<file path="config.mk">
export PLATFORM = sky130hd
export DESIGN_NAME = bcrypt_sched_flat
export DESIGN_NICKNAME = d
export VERILOG_FILES = /design/src/rtl/bcrypt_pkg.sv /design/src/rtl/bcrypt_sched_if.sv /design/src/rtl/bcrypt_sched.sv /design/src/flat_wrapper.sv
export SDC_FILE = /design/constraint.sdc
export NUM_CORES = 1
export LEC_CHECK = 0
export ABC_AREA = 1
export ABC_CLOCK_PERIOD_IN_PS = 2100
export CORE_AREA = 2 2 229 231
export CTS_BUF_LIST = sky130_fd_sc_hd__clkbuf_4
export DETAILED_ROUTE_END_ITERATION = 16
export DIE_AREA = 0 0 231 233
export PLACE_DENSITY = 0.74
export SYNTH_ARGS = -nofsm -noshare
export SYNTH_HDL_FRONTEND = slang
export SYNTH_SLANG_ARGS = --single-unit
</file>
<file path="constraint.sdc">
create_clock -name i_clk -period 2.1 [get_ports i_clk]
set_input_delay 0.21 -clock i_clk [delete_from_list [all_inputs] [get_ports i_clk]]
set_output_delay 0.21 -clock i_clk [all_outputs]
set_load 0.005 [all_outputs]
</file>
<file path="src/rtl/bcrypt_pkg.sv">
// bcrypt_pkg -- shared types and constants for the bcrypt scheduler.
//   state_t   : scheduler FSM states (S_DRAIN only when BCRYPT_SCHED_ABORT_EN)
//   ctext_t   : six 32-bit ciphertext words, word 0 in the MSBs
//   MAGIC     : "OrpheanBeholderScryDoubt" as six big-endian words
//   MIN_COST_DEF, ENC_BLOCKS, CT_WORDS
package bcrypt_pkg;

   localparam int MIN_COST_DEF = 4;
   localparam int ENC_BLOCKS   = 3;
   localparam int CT_WORDS     = 2 * ENC_BLOCKS;

   typedef logic [0:CT_WORDS-1][31:0] ctext_t;

   localparam ctext_t MAGIC = {32'h4F727068, 32'h65616E42, 32'h65686F6C,
                               32'h64657253, 32'h63727944, 32'h6F756274};

   typedef enum logic [3:0] {
      S_IDLE,
      S_SETUP_REQ,
      S_SETUP_WAIT,
      S_LK_REQ,
      S_LK_WAIT,
      S_LS_REQ,
      S_LS_WAIT,
      S_ENC_REQ,
      S_ENC_WAIT,
      S_DONE
`ifdef BCRYPT_SCHED_ABORT_EN
      , S_DRAIN
`endif
   } state_t;

endpackage

</file>
<file path="src/rtl/bcrypt_sched_if.sv">
// bcrypt_sched_if -- request/response bus between the bcrypt scheduler and
// the expandKey / feistel datapath.
//   ek_start, ek_load_salt, ek_salt, ek_key_sel : expandKey pass request
//   ek_done                                     : expandKey pass complete
//   enc_start, enc_L, enc_R                     : one feistel encipher request
//   enc_resultL, enc_resultR, enc_done          : encipher result
// master = scheduler side, slave = datapath side.
interface bcrypt_sched_if;
   logic         ek_start;
   logic         ek_load_salt;
   logic [127:0] ek_salt;
   logic         ek_key_sel;
   logic         ek_done;
   logic         enc_start;
   logic [31:0]  enc_L;
   logic [31:0]  enc_R;
   logic [31:0]  enc_resultL;
   logic [31:0]  enc_resultR;
   logic         enc_done;

   modport master (
      output ek_start, ek_load_salt, ek_salt, ek_key_sel,
      output enc_start, enc_L, enc_R,
      input  ek_done, enc_resultL, enc_resultR, enc_done
   );

   modport slave (
      input  ek_start, ek_load_salt, ek_salt, ek_key_sel,
      input  enc_start, enc_L, enc_R,
      output ek_done, enc_resultL, enc_resultR, enc_done
   );
endinterface

</file>
<file path="src/rtl/bcrypt_sched.sv">
// bcrypt_sched -- sequencer for the EksBlowfish cost loop and the final
// 64-round ECB encryption of the magic text.
//   i_clk, i_reset       : clock, synchronous active-high reset
//   i_start/i_cost/i_salt: host command (sampled in IDLE only)
//   i_abort              : only when BCRYPT_SCHED_ABORT_EN is defined
//   o_busy, o_done, o_error, o_hash, o_hash_valid : host status/result
//   dp_if                : expandKey / feistel request bus (master)
// Optional feature macro: BCRYPT_SCHED_ABORT_EN (abort input + DRAIN state).
module bcrypt_sched
   import bcrypt_pkg::*;
#(
   parameter int MIN_COST   = MIN_COST_DEF,
   parameter int MAX_COST   = 31,
   parameter int ENC_ROUNDS = 64
) (
   input  logic           i_clk,
   input  logic           i_reset,
   input  logic           i_start,
   input  logic [4:0]     i_cost,
   input  logic [127:0]   i_salt,
`ifdef BCRYPT_SCHED_ABORT_EN
   input  logic           i_abort,
`endif
   output logic           o_busy,
   output logic           o_done,
   output logic           o_error,
   output logic [191:0]   o_hash,
   output logic           o_hash_valid,
   bcrypt_sched_if.master dp_if
);

   localparam int ITER_W = MAX_COST + 1;
   localparam int RND_W  = $clog2(ENC_ROUNDS);

   state_t              r_state, w_next;
   logic [127:0]        r_salt;
   logic [ITER_W-1:0]   r_iter;
   logic [1:0]          r_blk;
   logic [RND_W-1:0]    r_rnd;
   ctext_t              r_ctext, r_hash;
   logic                r_done, r_error, r_hash_valid;

   logic w_cost_bad, w_accept, w_last_blk;
   logic w_ek_req, w_ek_sel, w_salt_sel, w_enc_req, w_enc_act;

   assign w_cost_bad = (int'(i_cost) < MIN_COST) || (int'(i_cost) > MAX_COST);
   assign w_accept   = (r_state == S_IDLE) && i_start && !w_cost_bad;
   assign w_last_blk = (r_rnd == RND_W'(ENC_ROUNDS - 1)) &&
                       (r_blk == 2'(ENC_BLOCKS - 1));

   // Next state and Moore-style request outputs.
   always_comb begin
      w_next     = r_state;
      w_ek_req   = 1'b0;
      w_ek_sel   = 1'b0;
      w_salt_sel = 1'b0;
      w_enc_req  = 1'b0;
      w_enc_act  = 1'b0;
      unique case (r_state)
         S_IDLE:       if (w_accept) w_next = S_SETUP_REQ;
         S_SETUP_REQ:  begin w_ek_req = 1'b1; w_salt_sel = 1'b1; w_next = S_SETUP_WAIT; end
         S_SETUP_WAIT: begin w_salt_sel = 1'b1; if (dp_if.ek_done) w_next = S_LK_REQ; end
         S_LK_REQ:     begin w_ek_req = 1'b1; w_next = S_LK_WAIT; end
         S_LK_WAIT:    if (dp_if.ek_done) w_next = S_LS_REQ;
         S_LS_REQ:     begin w_ek_req = 1'b1; w_ek_sel = 1'b1; w_next = S_LS_WAIT; end
         S_LS_WAIT: begin
            w_ek_sel = 1'b1;
            if (dp_if.ek_done)
               w_next = (r_iter == ITER_W'(1)) ? S_ENC_REQ : S_LK_REQ;
         end
         S_ENC_REQ:    begin w_enc_req = 1'b1; w_enc_act = 1'b1; w_next = S_ENC_WAIT; end
         S_ENC_WAIT: begin
            w_enc_act = 1'b1;
            if (dp_if.enc_done) w_next = w_last_blk ? S_DONE : S_ENC_REQ;
         end
         S_DONE:       w_next = S_IDLE;
`ifdef BCRYPT_SCHED_ABORT_EN
         S_DRAIN:      if (dp_if.ek_done || dp_if.enc_done) w_next = S_IDLE;
`endif
         default:      w_next = S_IDLE;
      endcase
`ifdef BCRYPT_SCHED_ABORT_EN
      // Abort suppresses a pending request outright; an issued one must
      // finish (DRAIN) unless its done is already here this cycle.
      if (i_abort) begin
         case (r_state)
            S_SETUP_REQ, S_LK_REQ, S_LS_REQ, S_ENC_REQ: begin
               w_next    = S_IDLE;
               w_ek_req  = 1'b0;
               w_enc_req = 1'b0;
            end
            S_SETUP_WAIT, S_LK_WAIT, S_LS_WAIT:
               w_next = dp_if.ek_done ? S_IDLE : S_DRAIN;
            S_ENC_WAIT:
               w_next = dp_if.enc_done ? S_IDLE : S_DRAIN;
            default: ;
         endcase
      end
`endif
   end

   always_ff @(posedge i_clk) begin
      if (i_reset) begin
         r_state      <= S_IDLE;
         r_salt       <= '0;
         r_iter       <= '0;
         r_blk        <= '0;
         r_rnd        <= '0;
         r_ctext      <= MAGIC;
         r_hash       <= '0;
         r_done       <= 1'b0;
         r_error      <= 1'b0;
         r_hash_valid <= 1'b0;
      end else begin
         r_state <= w_next;
         r_done  <= (r_state == S_DONE);
         r_error <= (r_state == S_IDLE) && i_start && w_cost_bad;

         if (w_accept) begin
            r_salt       <= i_salt;
            r_iter       <= ITER_W'(1) << i_cost;
            r_hash_valid <= 1'b0;
            r_ctext      <= MAGIC;
         end

         if (r_state == S_LS_WAIT && dp_if.ek_done) begin
            r_iter <= r_iter - 1'b1;
            if (r_iter == ITER_W'(1)) begin
               r_blk <= '0;
               r_rnd <= '0;
            end
         end

         if (r_state == S_ENC_WAIT && dp_if.enc_done) begin
            r_ctext[{r_blk, 1'b0}] <= dp_if.enc_resultL;
            r_ctext[{r_blk, 1'b1}] <= dp_if.enc_resultR;
            if (r_blk == 2'(ENC_BLOCKS - 1)) begin
               r_blk <= '0;
               r_rnd <= r_rnd + 1'b1;
            end else begin
               r_blk <= r_blk + 1'b1;
            end
         end

         if (r_state == S_DONE) begin
            r_hash       <= r_ctext;
            r_hash_valid <= 1'b1;
         end
      end
   end

   assign o_busy       = (r_state != S_IDLE);
   assign o_done       = r_done;
   assign o_error      = r_error;
   assign o_hash       = r_hash;
   assign o_hash_valid = r_hash_valid;

   assign dp_if.ek_start     = w_ek_req;
   assign dp_if.ek_load_salt = w_ek_req;
   assign dp_if.ek_key_sel   = w_ek_sel;
   assign dp_if.ek_salt      = w_salt_sel ? r_salt : '0;
   assign dp_if.enc_start    = w_enc_req;
   // blk is frozen across REQ/WAIT, so the block input holds until enc_done.
   assign dp_if.enc_L        = w_enc_act ? r_ctext[{r_blk, 1'b0}] : '0;
   assign dp_if.enc_R        = w_enc_act ? r_ctext[{r_blk, 1'b1}] : '0;

endmodule

</file>
<file path="src/flat_wrapper.sv">
// flat-port wrapper written by rule: the top's interface ports become plain ports
module bcrypt_sched_flat import bcrypt_pkg::*;
#(
   parameter int MIN_COST   = MIN_COST_DEF,
   parameter int MAX_COST   = 31,
   parameter int ENC_ROUNDS = 64
)
  (i_clk, i_reset, i_start, i_cost, i_salt, o_busy, o_done, o_error, o_hash, o_hash_valid, dp_if_ek_start, dp_if_ek_load_salt, dp_if_ek_salt, dp_if_ek_key_sel, dp_if_enc_start, dp_if_enc_L, dp_if_enc_R, dp_if_ek_done, dp_if_enc_resultL, dp_if_enc_resultR, dp_if_enc_done);
  bcrypt_sched_if dp_if_i ();
  input  logic i_clk;
  input  logic i_reset;
  input  logic i_start;
  input  logic [4:0] i_cost;
  input  logic [127:0] i_salt;
  output logic o_busy;
  output logic o_done;
  output logic o_error;
  output logic [191:0] o_hash;
  output logic o_hash_valid;
  output wire logic [$bits(dp_if_i.ek_start)-1:0] dp_if_ek_start;
  output wire logic [$bits(dp_if_i.ek_load_salt)-1:0] dp_if_ek_load_salt;
  output wire logic [$bits(dp_if_i.ek_salt)-1:0] dp_if_ek_salt;
  output wire logic [$bits(dp_if_i.ek_key_sel)-1:0] dp_if_ek_key_sel;
  output wire logic [$bits(dp_if_i.enc_start)-1:0] dp_if_enc_start;
  output wire logic [$bits(dp_if_i.enc_L)-1:0] dp_if_enc_L;
  output wire logic [$bits(dp_if_i.enc_R)-1:0] dp_if_enc_R;
  input wire logic [$bits(dp_if_i.ek_done)-1:0] dp_if_ek_done;
  input wire logic [$bits(dp_if_i.enc_resultL)-1:0] dp_if_enc_resultL;
  input wire logic [$bits(dp_if_i.enc_resultR)-1:0] dp_if_enc_resultR;
  input wire logic [$bits(dp_if_i.enc_done)-1:0] dp_if_enc_done;
  assign dp_if_ek_start = dp_if_i.ek_start;
  assign dp_if_ek_load_salt = dp_if_i.ek_load_salt;
  assign dp_if_ek_salt = dp_if_i.ek_salt;
  assign dp_if_ek_key_sel = dp_if_i.ek_key_sel;
  assign dp_if_enc_start = dp_if_i.enc_start;
  assign dp_if_enc_L = dp_if_i.enc_L;
  assign dp_if_enc_R = dp_if_i.enc_R;
  assign dp_if_i.ek_done = dp_if_ek_done;
  assign dp_if_i.enc_resultL = dp_if_enc_resultL;
  assign dp_if_i.enc_resultR = dp_if_enc_resultR;
  assign dp_if_i.enc_done = dp_if_enc_done;
  bcrypt_sched #(.MIN_COST(MIN_COST), .MAX_COST(MAX_COST), .ENC_ROUNDS(ENC_ROUNDS)) u_core (.i_clk(i_clk), .i_reset(i_reset), .i_start(i_start), .i_cost(i_cost), .i_salt(i_salt), .o_busy(o_busy), .o_done(o_done), .o_error(o_error), .o_hash(o_hash), .o_hash_valid(o_hash_valid), .dp_if(dp_if_i));
endmodule
</file>
==> flow_metrics.tcl <==
set metrics [dict create \
    relSlewSlack_pct 55.1 \
    ant_nets 0 \
    synth.net_count 3379 \
    drt_iter0_markers 2766 \
    ir_drop_v 0.000528 \
    grt_pass1_wl_um 148000 \
    initial_core_util_pct 45.0 \
    slew_violations 0 \
    grt_pass1_vias 25163 \
    postPlaceCellArea_um2 30400 \
    regToRegSetupSlack_ps -200 \
    synth_xor_area_share_pct 0.0381 \
    synthFlopType "dfxtp_1" \
    drv_cap 0 \
    synth-simple-area-share_pct 18.6 \
    netlist_area_um2 23000 \
    clk_latency_ps 1010 \
    switching_share_pct 33.1 \
    chipHeight_um 233 \
    worstSetupEndpointType "output port" \
    required_ps 1890 \
    p_int_w 0.0208 \
    yosysTopAreaCellShare_pct 48.6 \
    fin_ws_ps -708 \
    fmax_mhz 356 \
    fin_tns_setup_ps -108120 \
    status "finished, violations left" \
    ios 594 \
    finalClockSkew_ps 57.7 \
    yosys.area.top_type "dfxtp_1" \
    drt_pass1_iterations 7 \
    min_period_ps 2810 \
    dp_slack_ps -90.7 \
    period_share_pct 134 \
    clk_pin_slew_ps 50 \
    wl_um 101000 \
    synth.distinct_cells 35 \
    violations "negative setup slack" \
    layout-drive-gt1-share_pct 18.4 \
    clockRootBuffer "clkbuf_4" \
    die-area_um2 53800 \
    antenna_found_initial 13 \
    path_class "register to output port" \
    leakagePower_nw 15.9 \
    synth_edf_count 0 \
    worst_pin_slew_ps 666 \
    yosysWarningCount 0 \
    die-width_um 231 \
    detail_route.vias_per_cell 5.49 \
    final_area_um2 35900 \
    arrival_ps 2600 \
    grt_overflow 0 \
    port_buffers 593 \
    cts_sinks 559 \
    cts_tree "done" \
    rsz0062_at_grt "true" \
    final_nets 4312 \
    syn2layout_area_growth_pct 55.9 \
    place_congestion 0.959 \
    power_frac_clock_pct 33.4 \
    fp-row-count 83 \
    synth_most_common_cell "dfxtp_1" \
    yosys-top-cells-count "dfxtp_1 (559), nor2_1 (505), inv_1 (399), o21ai_0 (377), nand2_1 (363)" \
    yosysSeqAreaShare_pct 48.6 \
    synth-seq-cells 559 \
    pwr-share-seq_pct 38.0 \
    critPathLaunchType "register" \
    setup_viol 309 \
    synth_fa_ha_area_share_pct 0.163 \
    drc 0 \
    syn_inst 3174 \
    ys_async_sr_fraction_pct 0 \
    critPathMaxFanout 8 \
    p_switching_w 0.0103 \
    numCtsBuffers 151 \
    p_total_w 0.0311 \
    cts_htree_levels 4 \
    num_vias 26903 \
    syn_avg_cell_area_um2 7.25 \
    synth_compound_area_share_pct 21.4 \
    p_comb_share_pct 28.6 \
    synth_top_family_by_area "compound AO/OA/AOI/OAI gates" \
    yosys-top-cells-area "dfxtp_1 (49%), nor2_1 (8.2%), o21ai_0 (8.2%)" \
    hp-class "input port to register" \
    dp_hpwl_um 62600 \
    coreArea_um2 51100 \
    wire_per_inst_um 20.7 \
    muxShareOfSynthArea_pct 0 \
    grt_start_max_net_pins 117 \
    hold_viol 0 \
    gr-usage-all-layers_pct 35.6 \
    power_per_cell_area_nw_per_um2 866 \
    clockBufferDepth 3 \
]
-- cell usage in the layout, fill, tap and decap left out, types with 139 or more instances in the layout --
cell,synthesis,layout
o22ai_1,145,139
a21oi_1,326,326
o21ai_0,377,357
nand2_1,363,324
clkdlybuf4s50_1,0,399
clkbuf_4,0,227
nand3_1,148,147
dfxtp_1,559,553
nor2_1,505,476
inv_1,399,368
dlygate4sd3_1,0,188
-- sequential cells by signal (all words and copies together) (netlist names) --
name and flops:
u_core.r_blk 2, u_core.r_ctext 192, u_core.o_hash 192, u_core.r_iter 32, u_core.o_done 1, u_core.o_error 1
u_core.r_state 4, u_core.r_salt 128, u_core.o_hash_valid 1, u_core.r_rnd 6
-- worst paths after layout --
path,start,end,cells after the start
worst max-delay path,u_core.r_state[2],dp_if_enc_R[13],13
worst min-delay path,i_cost[4],u_core.o_error,4
worst max register to register,u_core.r_state[2],u_core.r_salt[43],10
worst min register to register,u_core.r_salt[33],u_core.r_salt[33],2
-- critical path: stages, from the launching register on --
cell and delay (ps):
dfxtp_4 370, nor2_4 130, nand2_4 60, nor2_4 110, nor2_4 50, inv_2 100
buf_12 180, buf_12 120, buf_6 90, buf_6 100, buf_6 90, nand2_2 50
inv_2 40, buf_2 100
-- cell type report --
class / instances / area (um^2)
timing repair buffer: 1014 / 10400
fill: 3856 / 15200
sequential: 559 / 11200
inverter: 408 / 1560
clock buffer: 227 / 1700
antenna: 17 / 42.5
clock inverter: 26 / 278
tap: 680 / 851
multi-input combinational: 1973 / 9850
-- per-layer routing --
metal / track usage (%) / vias to the layer above / share of wire [%]
li1: - / 12305 / -
met1: 41.4 / 12430 / 36
met2: 56.9 / 1776 / 46
met3: 10.7 / 388 / 11
met4: 23.2 / 4 / 6.8
met5: 0 / - / 0.031
-- what timing repair did --
action / 4_1_cts / 5_1_grt
setup buffers: 85 / 20
endpoints found under the setup margin: 376 / 488
cloned: 12 / 2
endpoints found under the hold margin: 553 / 0
pin swaps: 46 / 23
resized for setup: 576 / 239
hold buffers: 188 / 0
-- power groups by stage --
stage / Combinational [W] / Clock (W) / Sequential (W)
floorplan: 0.00395 / 0 / 0.0119
global placement: 0.00737 / 0 / 0.0119
detailed placement: 0.00745 / 0 / 0.0120
CTS: 0.00814 / 0.0104 / 0.0117
global route: 0.00940 / 0.0111 / 0.0119
finish: 0.00888 / 0.0104 / 0.0118
-- kinds of logic after synthesis --
| group | count (synthesis) |
|---|---|
| compound gates | 910 |
| xor+xnor | 1 |
| fa+ha+maj | 3 |
| buf+inv | 642 |
| flops | 559 |
| simple gates | 1059 |
-- stage by stage --
step	hold slack (ps)	utilization, %	std cells
finish	104	70.2	4904
global route	34.1	70.2	4901
CTS	5.88	69.5	4877
detailed placement	442	59.4	4343
global placement	438	59.4	4343
floorplan	347	-	3174
Power figures use the tool's default switching activity.
